===== src/rtl/serial_add_pkg.sv =====
// rtl/serial_add_pkg.sv - shared types and constants for the nibble-serial adder
package serial_add_pkg;

    typedef enum logic [1:0] {
        IDLE = 2'd0,
        RUN  = 2'd1,
        DONE = 2'd2
    } state_t;

    localparam int NIBBLE = 4;

    function automatic int cnt_width(input int nib);
        return (nib <= 1) ? 1 : $clog2(nib);
    endfunction

    localparam int NIB_W = cnt_width(16 / NIBBLE);

endpackage


===== src/rtl/ripple_adder_4bit.sv =====
// rtl/ripple_adder_4bit.sv - 4-bit ripple-carry adder, shared datapath of the serial adder
module ripple_adder_4bit
    import serial_add_pkg::*;
(
    input  logic [NIBBLE-1:0] a,
    input  logic [NIBBLE-1:0] b,
    input  logic              cin,
    output logic [NIBBLE-1:0] sum,
    output logic              cout
);

    logic [NIBBLE:0] c;

    always_comb begin
        c    = '0;
        sum  = '0;
        c[0] = cin;
        for (int i = 0; i < NIBBLE; i++) begin
            sum[i]  = a[i] ^ b[i] ^ c[i];
            c[i+1]  = (a[i] & b[i]) | (c[i] & (a[i] ^ b[i]));
        end
        cout = c[NIBBLE];
    end

endmodule


===== src/rtl/serial_add_ctrl.sv =====
// rtl/serial_add_ctrl.sv - WIDTH-bit adder using one 4-bit adder, one nibble per cycle, LSB first
// Optional subtract mode (port sub) under macro SERIAL_ADD_SUB_EN.
module serial_add_ctrl
    import serial_add_pkg::*;
#(
    parameter int WIDTH = 16
) (
    input  logic             clk,
    input  logic             rst_n,
    input  logic             in_valid,
    output logic             in_ready,
    input  logic [WIDTH-1:0] a,
    input  logic [WIDTH-1:0] b,
    input  logic             cin,
`ifdef SERIAL_ADD_SUB_EN
    input  logic             sub,
`endif
    output logic             out_valid,
    input  logic             out_ready,
    output logic [WIDTH-1:0] sum,
    output logic             cout,
    output logic             busy
);

    localparam int NIB = WIDTH / NIBBLE;
    localparam int CW  = cnt_width(NIB);

    state_t            state;
    logic [WIDTH-1:0]  a_sh;
    logic [WIDTH-1:0]  b_sh;
    logic              carry;
    logic [CW-1:0]     cnt;

    logic [NIBBLE-1:0] add_s;
    logic              add_co;
    logic [WIDTH+NIBBLE-1:0] sum_cat;

    logic [WIDTH-1:0]  b_load;
    logic              c_load;

`ifdef SERIAL_ADD_SUB_EN
    assign b_load = sub ? ~b : b;
    assign c_load = sub ? 1'b1 : cin;
`else
    assign b_load = b;
    assign c_load = cin;
`endif

    ripple_adder_4bit u_adder (
        .a    (a_sh[NIBBLE-1:0]),
        .b    (b_sh[NIBBLE-1:0]),
        .cin  (carry),
        .sum  (add_s),
        .cout (add_co)
    );

    // New nibble enters at the MSB side; the concat keeps WIDTH=4 free of empty slices.
    assign sum_cat = {add_s, sum};

    always_ff @(posedge clk or negedge rst_n) begin
        if (!rst_n) begin
            state     <= IDLE;
            in_ready  <= 1'b1;
            out_valid <= 1'b0;
            busy      <= 1'b0;
            sum       <= '0;
            cout      <= 1'b0;
            a_sh      <= '0;
            b_sh      <= '0;
            carry     <= 1'b0;
            cnt       <= '0;
        end else begin
            case (state)
                IDLE: begin
                    if (in_valid && in_ready) begin
                        a_sh     <= a;
                        b_sh     <= b_load;
                        carry    <= c_load;
                        cnt      <= '0;
                        state    <= RUN;
                        in_ready <= 1'b0;
                        busy     <= 1'b1;
                    end
                end
                RUN: begin
                    a_sh  <= a_sh >> NIBBLE;
                    b_sh  <= b_sh >> NIBBLE;
                    sum   <= sum_cat[WIDTH+NIBBLE-1:NIBBLE];
                    carry <= add_co;
                    cnt   <= cnt + 1'b1;
                    if (cnt == CW'(NIB - 1)) begin
                        state     <= DONE;
                        out_valid <= 1'b1;
                        cout      <= add_co;
                    end
                end
                DONE: begin
                    if (out_valid && out_ready) begin
                        state     <= IDLE;
                        out_valid <= 1'b0;
                        in_ready  <= 1'b1;
                        busy      <= 1'b0;
                    end
                end
                default: begin
                    state     <= IDLE;
                    in_ready  <= 1'b1;
                    out_valid <= 1'b0;
                    busy      <= 1'b0;
                end
            endcase
        end
    end

endmodule


===== config.mk =====
export PLATFORM = sky130hd
export DESIGN_NAME = serial_add_ctrl
export DESIGN_NICKNAME = d
export VERILOG_FILES = /design/src/rtl/serial_add_pkg.sv /design/src/rtl/ripple_adder_4bit.sv /design/src/rtl/serial_add_ctrl.sv
export SDC_FILE = /design/constraint.sdc
export NUM_CORES = 1
export LEC_CHECK = 0
export BUFFER_PORTS_ARGS = -buffer_cell sky130_fd_sc_hd__buf_2
export CAP_MARGIN = 20
export CORE_UTILIZATION = 55
export CTS_BUF_LIST = sky130_fd_sc_hd__clkbuf_16
export CTS_CLUSTER_SIZE = 16
export DETAILED_ROUTE_END_ITERATION = 8
export PLACE_DENSITY = 0.85
export SYNTH_ARGS = -nofsm -noshare
export SYNTH_HDL_FRONTEND = slang
export SYNTH_SLANG_ARGS = --single-unit

===== constraint.sdc =====
create_clock -name clk -period 3.5 [get_ports clk]
set_clock_uncertainty 0.2 [all_clocks]
set_input_delay 0.175 -clock clk [delete_from_list [all_inputs] [get_ports clk]]
set_output_delay 0.175 -clock clk [all_outputs]
set_load 0.1 [all_outputs]

==> results.sh, run 1 <==
export IMPL_grt_start_max_net_pins=38
export IMPL_ys_top_cells_by_count="56 x dfrtp_1, 45 x nand2_1, 29 x o21ai_0"
export IMPL_p_total_mw=3.66
export IMPL_cts_sinks=57
export IMPL_drc_errors=2
export IMPL_crit_arrival_ns=2.41
export IMPL_synth_ff_type="dfrtp_1"
export IMPL_yosysWarnings=0
export IMPL_dpl_hpwl_um=3210
export IMPL_wl_um=6210
export IMPL_cts_clk_slew_worst_paths_ns=0.05
export IMPL_slew_violations=0
export IMPL_netlist_area_um2=2620
export IMPL_grt_pass1_wl_um=10600
export IMPL_setup_viol=0
export IMPL_nFillCells=286
export IMPL_synth_seq_cells=57
export IMPL_crit_fanout=28
export IMPL_antenna_found_initial=0
export IMPL_wl_per_cell_um=16.3
export IMPL_placed_area_um2=2820
export IMPL_clk_latency_ns=0.33
export IMPL_slew_headroom=0.235
export IMPL_h_tree_depth=3
export IMPL_yosys_area_top_type="dfrtp_1"
export IMPL_cts_setup_buffers=0
export IMPL_whs_ns=0.00836
export IMPL_synth_most_common_cell="dfrtp_1"
export IMPL_grt_ovfl_total=0
export IMPL_power_density_nw_per_um2=1050
export IMPL_slowest_delay_ns=0.75
export IMPL_final_nets=367
export IMPL_placementRows=24
export IMPL_drt_initial_drc_count=143
export IMPL_preCtsSetupSlack_ns=1.15
export IMPL_grt_pass1_vias=2254
export IMPL_fin_util=0.776
export IMPL_synthToLayoutAreaGrowth_pct=32.8
export IMPL_cts_made_buffers=9
export IMPL_p_int_mw=2.00
export IMPL_via_per_inst=5.64
export IMPL_dieArea_um2=5040
export IMPL_synth_edf_count=0
export IMPL_cts_root_buffer="clkbuf_16"
export IMPL_cp_end_kind="flop"
export IMPL_place_congestion=0.769
export IMPL_cts_tree="built"
export IMPL_final_area_um2=3470
export IMPL_path_class="reg -> reg"
export IMPL_synth_cell_type_count=33
export IMPL_final_cells=381
export IMPL_place_inst=331
export IMPL_num_antenna_cells=0
export IMPL_violations="DRC"
export IMPL_synth_fp_nets=280
export IMPL_share_comb_of_total_power=0.437
export IMPL_worst_slew_pin_slew_ns=1.13
export IMPL_pwr_share_clk=0.245
export IMPL_async_reset_ff_frac=1.00
export IMPL_io_buffers=56
export IMPL_clockBufferDepth=2
export IMPL_fp_dieH_um=71.0
export IMPL_reg2reg_depth=4
export IMPL_synth_top_cell_area_share=0.536
export IMPL_dieWidth_um=71.0
export IMPL_syn_inst=238
export IMPL_slowest_stage="a21oi_2"
export IMPL_worst_slack_ns=1.08
export IMPL_core_um2=4470
export IMPL_power_net_switching_mw=1.66
export IMPL_start_util=0.585
export IMPL_startpoint_type="flop"
export IMPL_peakVddDrop_mv=0.575
export IMPL_postRouteAntennaNets=0
export IMPL_drt_first_pass_iters=6
export IMPL_rsz0062_at_grt="false"
export IMPL_layout_worst_path_cycle_share=0.691
export IMPL_grt_usage=0.282
export IMPL_fin_tns_setup_ns=0
export IMPL_clock_fmax_ghz=0.413
export IMPL_leakage_nw=1.67
export IMPL_syn_mean_instance_area_um2=11.0
export IMPL_vias=2149
export IMPL_seq_power_share=0.318
export IMPL_crit_chain="a21oi_2 -> or2_1 -> buf_4 -> o21ai_1"
export IMPL_synthTopCellsByArea="dfrtp_1 54%, mux2i_1 9.2%, nand2_1 6.5%"
export IMPL_io_pins=57
export IMPL_cp_required_ns=3.49
export IMPL_max_cap_viol_count=0
export IMPL_hold_depth=3
export IMPL_status="complete, but fails checks"
export IMPL_drive_above_1_share=0.228
export IMPL_final_min_clock_period_ns=2.42
export IMPL_hp_class="in -> reg"
export IMPL_final_hold_viol_count=0
export IMPL_ys_seq_area_frac=0.546
export IMPL_swShare=0.454
-- worst max-delay path, delay by kind of cell (launching register included) --
family / cells / cell delay, ns
flops: 1 / 0.49
compound gates: 2 / 0.90
buf+inv: 1 / 0.34
simple gates: 1 / 0.35
-- kinds of logic (layout without fill, tap and decap cells) --
family,count (synthesis),in the layout,share of synthesized area
compound gates,72,72,0.159
flops,57,57,0.546
simple gates,53,53,0.0880
buf+inv,26,117,0.0756
mux,25,25,0.0961
fa+ha+maj,5,5,0.0354
-- power groups by stage --
stage,Combinational (mW),Sequential [mW],Clock [mW]
5_1_grt,1.73,1.20,0.939
4_1_cts,1.58,1.15,0.894
3_5_place_dp,1.54,1.15,0
6_report,1.60,1.16,0.897
2_1_floorplan,0.812,1.71,0
3_3_place_gp,1.50,1.14,0
-- layer usage --
metal,vias up,global-route usage,part of all wire
met5,-,0,0
met4,0,0.144,0.032
met3,19,0.0883,0.062
met2,86,0.467,0.51
met1,1052,0.332,0.39
li1,992,-,-
-- flip-flops by register name, indices dropped and copies added, names as in the netlist --
name / count
cout: 1
b_sh: 16
busy: 1
in_ready: 1
state: 2
cnt: 2
sum: 16
a_sh: 16
carry: 1
out_valid: 1
-- cell usage in the layout, fill, tap and decap left out, drive strengths merged, types with 2 or more instances in the layout --
cell type     n
buf          59
nand2        45
o21ai        54
clkbuf        9
a21oi         3
fa            4
mux2i        24
bufinv        2
inv           9
a22o          9
dfrtp        56
dlygate4sd3  35
clkinv        3
-- path summary, 6_finish.rpt --
| kind | from | end | slack (ns) |
|---|---|---|---|
| setup / recovery | state[0]$_DFFE_PN0P_ | b_sh[4]$_DFFE_PN0P_ | 1.08 |
| hold / removal | in_valid | in_ready$_DFFE_PN1P_ | 0.008 |
| max in group asynchronous | rst_n | in_ready$_DFFE_PN1P_ | 1.98 |
| min in group asynchronous | rst_n | b_sh[4]$_DFFE_PN0P_ | 0.28 |
| hold reg to reg | sum[2]$_DFFE_PN0P_ | sum[2]$_DFFE_PN0P_ | 0.27 |
| setup reg to reg | state[0]$_DFFE_PN0P_ | b_sh[4]$_DFFE_PN0P_ | 1.08 |
-- cell type report --
type	count	area, µm²	share of cell area
sequential	57	1430	0.411
multi-input combinational	155	997	0.287
inverter	8	30.0	0.00865
clock inverter	6	75.1	0.0216
clock buffer	9	225	0.0648
tap	52	65.1	0.0187
timing repair buffer	94	653	0.188
-- what timing repair did --
action,4_1_cts,5_1_grt
hold buffers,35,0
resized for setup,0,0
hold endpoints to repair,71,0
Note: power is estimated with default switching activity, not from simulation.
==> run 2: changes to the inputs <==
--- a/config.mk
+++ b/config.mk
@@ -7,11 +7,11 @@
 export LEC_CHECK = 0
 export BUFFER_PORTS_ARGS = -buffer_cell sky130_fd_sc_hd__buf_2
 export CAP_MARGIN = 20
-export CORE_UTILIZATION = 55
+export CORE_UTILIZATION = 54
 export CTS_BUF_LIST = sky130_fd_sc_hd__clkbuf_16
 export CTS_CLUSTER_SIZE = 16
 export DETAILED_ROUTE_END_ITERATION = 8
-export PLACE_DENSITY = 0.85
+export PLACE_DENSITY = 0.83
 export SYNTH_ARGS = -nofsm -noshare
 export SYNTH_HDL_FRONTEND = slang
 export SYNTH_SLANG_ARGS = --single-unit
==> constraint.sdc (replaced) <==
create_clock -name clk -period 2.5 [get_ports clk]
set_clock_uncertainty 0.2 [all_clocks]
set_input_delay 0.125 -clock clk [delete_from_list [all_inputs] [get_ports clk]]
set_output_delay 0.125 -clock clk [all_outputs]
set_load 0.1 [all_outputs]
==> run 2 against run 1 <==
Effect of this change: the flow now finishes without violations; non-clock buffer count increased by 8; combinational power increased by 47%; sequential power increased by 38%; die area increased by 1.8%; register-to-register slack got worse by 0.99 ns; fmax increased by 0.47%; critical path type unchanged.
==> results.sh, run 2 (synthesis results as in run 1) <==
export IMPL_io_pins=57
export IMPL_crit_fanout=2
export IMPL_drt_first_pass_iters=5
export IMPL_layout_worst_path_cycle_share=0.963
export IMPL_grt_start_max_net_pins=54
export IMPL_grt_ovfl_total=0
export IMPL_reg_top3="a_sh x16, b_sh x16, sum x16"
export IMPL_peakVddDrop_mv=0.774
export IMPL_antenna_found_initial=0
export IMPL_synthToLayoutAreaGrowth_pct=35.7
export IMPL_cts_root_buffer="clkbuf_16"
export IMPL_cp_required_ns=2.55
export IMPL_cts_tree="built"
export IMPL_drive_above_1_share=0.260
export IMPL_dpl_hpwl_um=3290
export IMPL_leakage_nw=1.70
export IMPL_max_cap_viol_count=0
export IMPL_cts_made_buffers=9
export IMPL_worst_slew_pin_slew_ns=0.661
export IMPL_wl_um=6120
export IMPL_path_class="reg -> reg"
export IMPL_vias=2136
export IMPL_wl_per_cell_um=15.7
export IMPL_start_util=0.581
export IMPL_power_density_nw_per_um2=1450
export IMPL_clock_fmax_ghz=0.415
export IMPL_startpoint_type="flop"
export IMPL_grt_pass1_wl_um=10300
export IMPL_clk_latency_ns=0.33
export IMPL_slowest_delay_ns=0.43
export IMPL_dieArea_um2=5130
export IMPL_crit_buf_inv=3
export IMPL_cp_end_kind="flop"
export IMPL_final_min_clock_period_ns=2.41
export IMPL_final_cell_mix="56 x dfrtp_1, 56 x buf_2, 45 x nand2_1, 37 x dlygate4sd3_1, 28 x o21ai_0"
export IMPL_postRouteAntennaNets=0
export IMPL_dieWidth_um=71.6
export IMPL_worst_slack_ns=0.0916
export IMPL_via_per_inst=5.48
export IMPL_fp_dieH_um=71.6
export IMPL_crit_chain="fa_1 -> inv_1 -> fa_1 -> inv_1 -> fa_1 -> inv_1 -> fa_2 -> o21ai_1"
export IMPL_drt_initial_drc_count=71
export IMPL_hp_class="reg -> reg"
export IMPL_rsz0062_at_grt="false"
export IMPL_final_nets=375
export IMPL_slew_headroom=0.559
export IMPL_drc_errors=0
export IMPL_num_antenna_cells=0
export IMPL_placementRows=24
export IMPL_fin_tns_setup_ns=0
export IMPL_grt_usage=0.271
export IMPL_io_buffers=56
export IMPL_preCtsSetupSlack_ns=0.153
export IMPL_core_um2=4500
export IMPL_status="completed"
export IMPL_cts_sinks=57
export IMPL_crit_arrival_ns=2.46
export IMPL_final_hold_viol_count=0
export IMPL_clockBufferDepth=2
export IMPL_slowest_stage="fa_1"
export IMPL_place_congestion=0.729
export IMPL_h_tree_depth=3
export IMPL_cts_clk_slew_worst_paths_ns=0.05
export IMPL_slew_violations=0
export IMPL_grt_pass1_vias=2208
export IMPL_path_delay_family="adder cells"
export IMPL_setup_viol=0
[run 2: changes by cell type in the layout (fill, tap and decap cells not counted), sizes merged]
| cell | before | now |
|---|---|---|
| bufinv | 2 | 1 |
| dlygate4sd3 | 35 | 37 |
| buf | 59 | 65 |
| inv | 9 | 8 |
| clkinvlp | 0 | 3 |
[run 2: worst paths after layout]
check	start	endpoint	slack, ns	depth (start not counted)
max	a_sh[0]$_DFFE_PN0P_	sum[15]$_DFFE_PN0P_	0.09	8
min	sum[3]$_DFFE_PN0P_	sum[3]$_DFFE_PN0P_	0.27	2
max reg2reg	a_sh[0]$_DFFE_PN0P_	sum[15]$_DFFE_PN0P_	0.09	8
min reg2reg	sum[3]$_DFFE_PN0P_	sum[3]$_DFFE_PN0P_	0.27	2
max in group asynchronous	rst_n	a_sh[10]$_DFFE_PN0P_	1.38	3
min in group asynchronous	rst_n	sum[10]$_DFFE_PN0P_	0.28	3
[run 2: layout make-up]
type                       count  area [µm²]
clock buffer                   9         225
clock inverter                 7        71.3
fill                         278         955
inverter                       8        30.0
multi-input combinational    155        1010
sequential                    57        1430
tap                           52        65.1
timing repair buffer         102         718
[run 2: routing by layer]
layer | global-route usage | wire (µm) | up-vias
li1 | - | - | 1010
met1 | 0.313 | 2490 | 1032
met2 | 0.468 | 3170 | 76
met3 | 0.0844 | 288 | 18
met4 | 0.115 | 175 | 0
met5 | 0 | 0 | -
[run 2: worst reg2reg max path: cells and delay by family, from the launching register on]
kind | cells | cell delay, ns
fa+ha+maj | 4 | 1.38
flops | 1 | 0.40
buf+inv | 3 | 0.22
compound gates | 1 | 0.14
[run 2: metrics by stage]
step | power, mW | area (µm²) | utilization | hold slack [ns] | std cells
floorplan | 3.53 | 2620 | - | -0.371 | 238
global placement | 3.76 | 2870 | 0.637 | -0.263 | 337
detailed placement | 3.83 | 2870 | 0.637 | -0.260 | 337
CTS | 5.10 | 3530 | 0.785 | 0.279 | 390
global route | 5.46 | 3550 | 0.788 | 0.316 | 390
finish | 5.16 | 3550 | 0.788 | 0.275 | 390
[run 2: power by group]
group          internal (mW)  switching (mW)
logic                  0.676            1.68
clock network          0.768           0.438
registers               1.34           0.262
[run 2: what timing repair did]
item                                    in CTS  in global routing
buffers inserted                             0                  0
endpoints found under the setup margin       0                  5
hold endpoints to repair                    92                  0
resized for setup                            0                  4
hold buffers                                37                  0
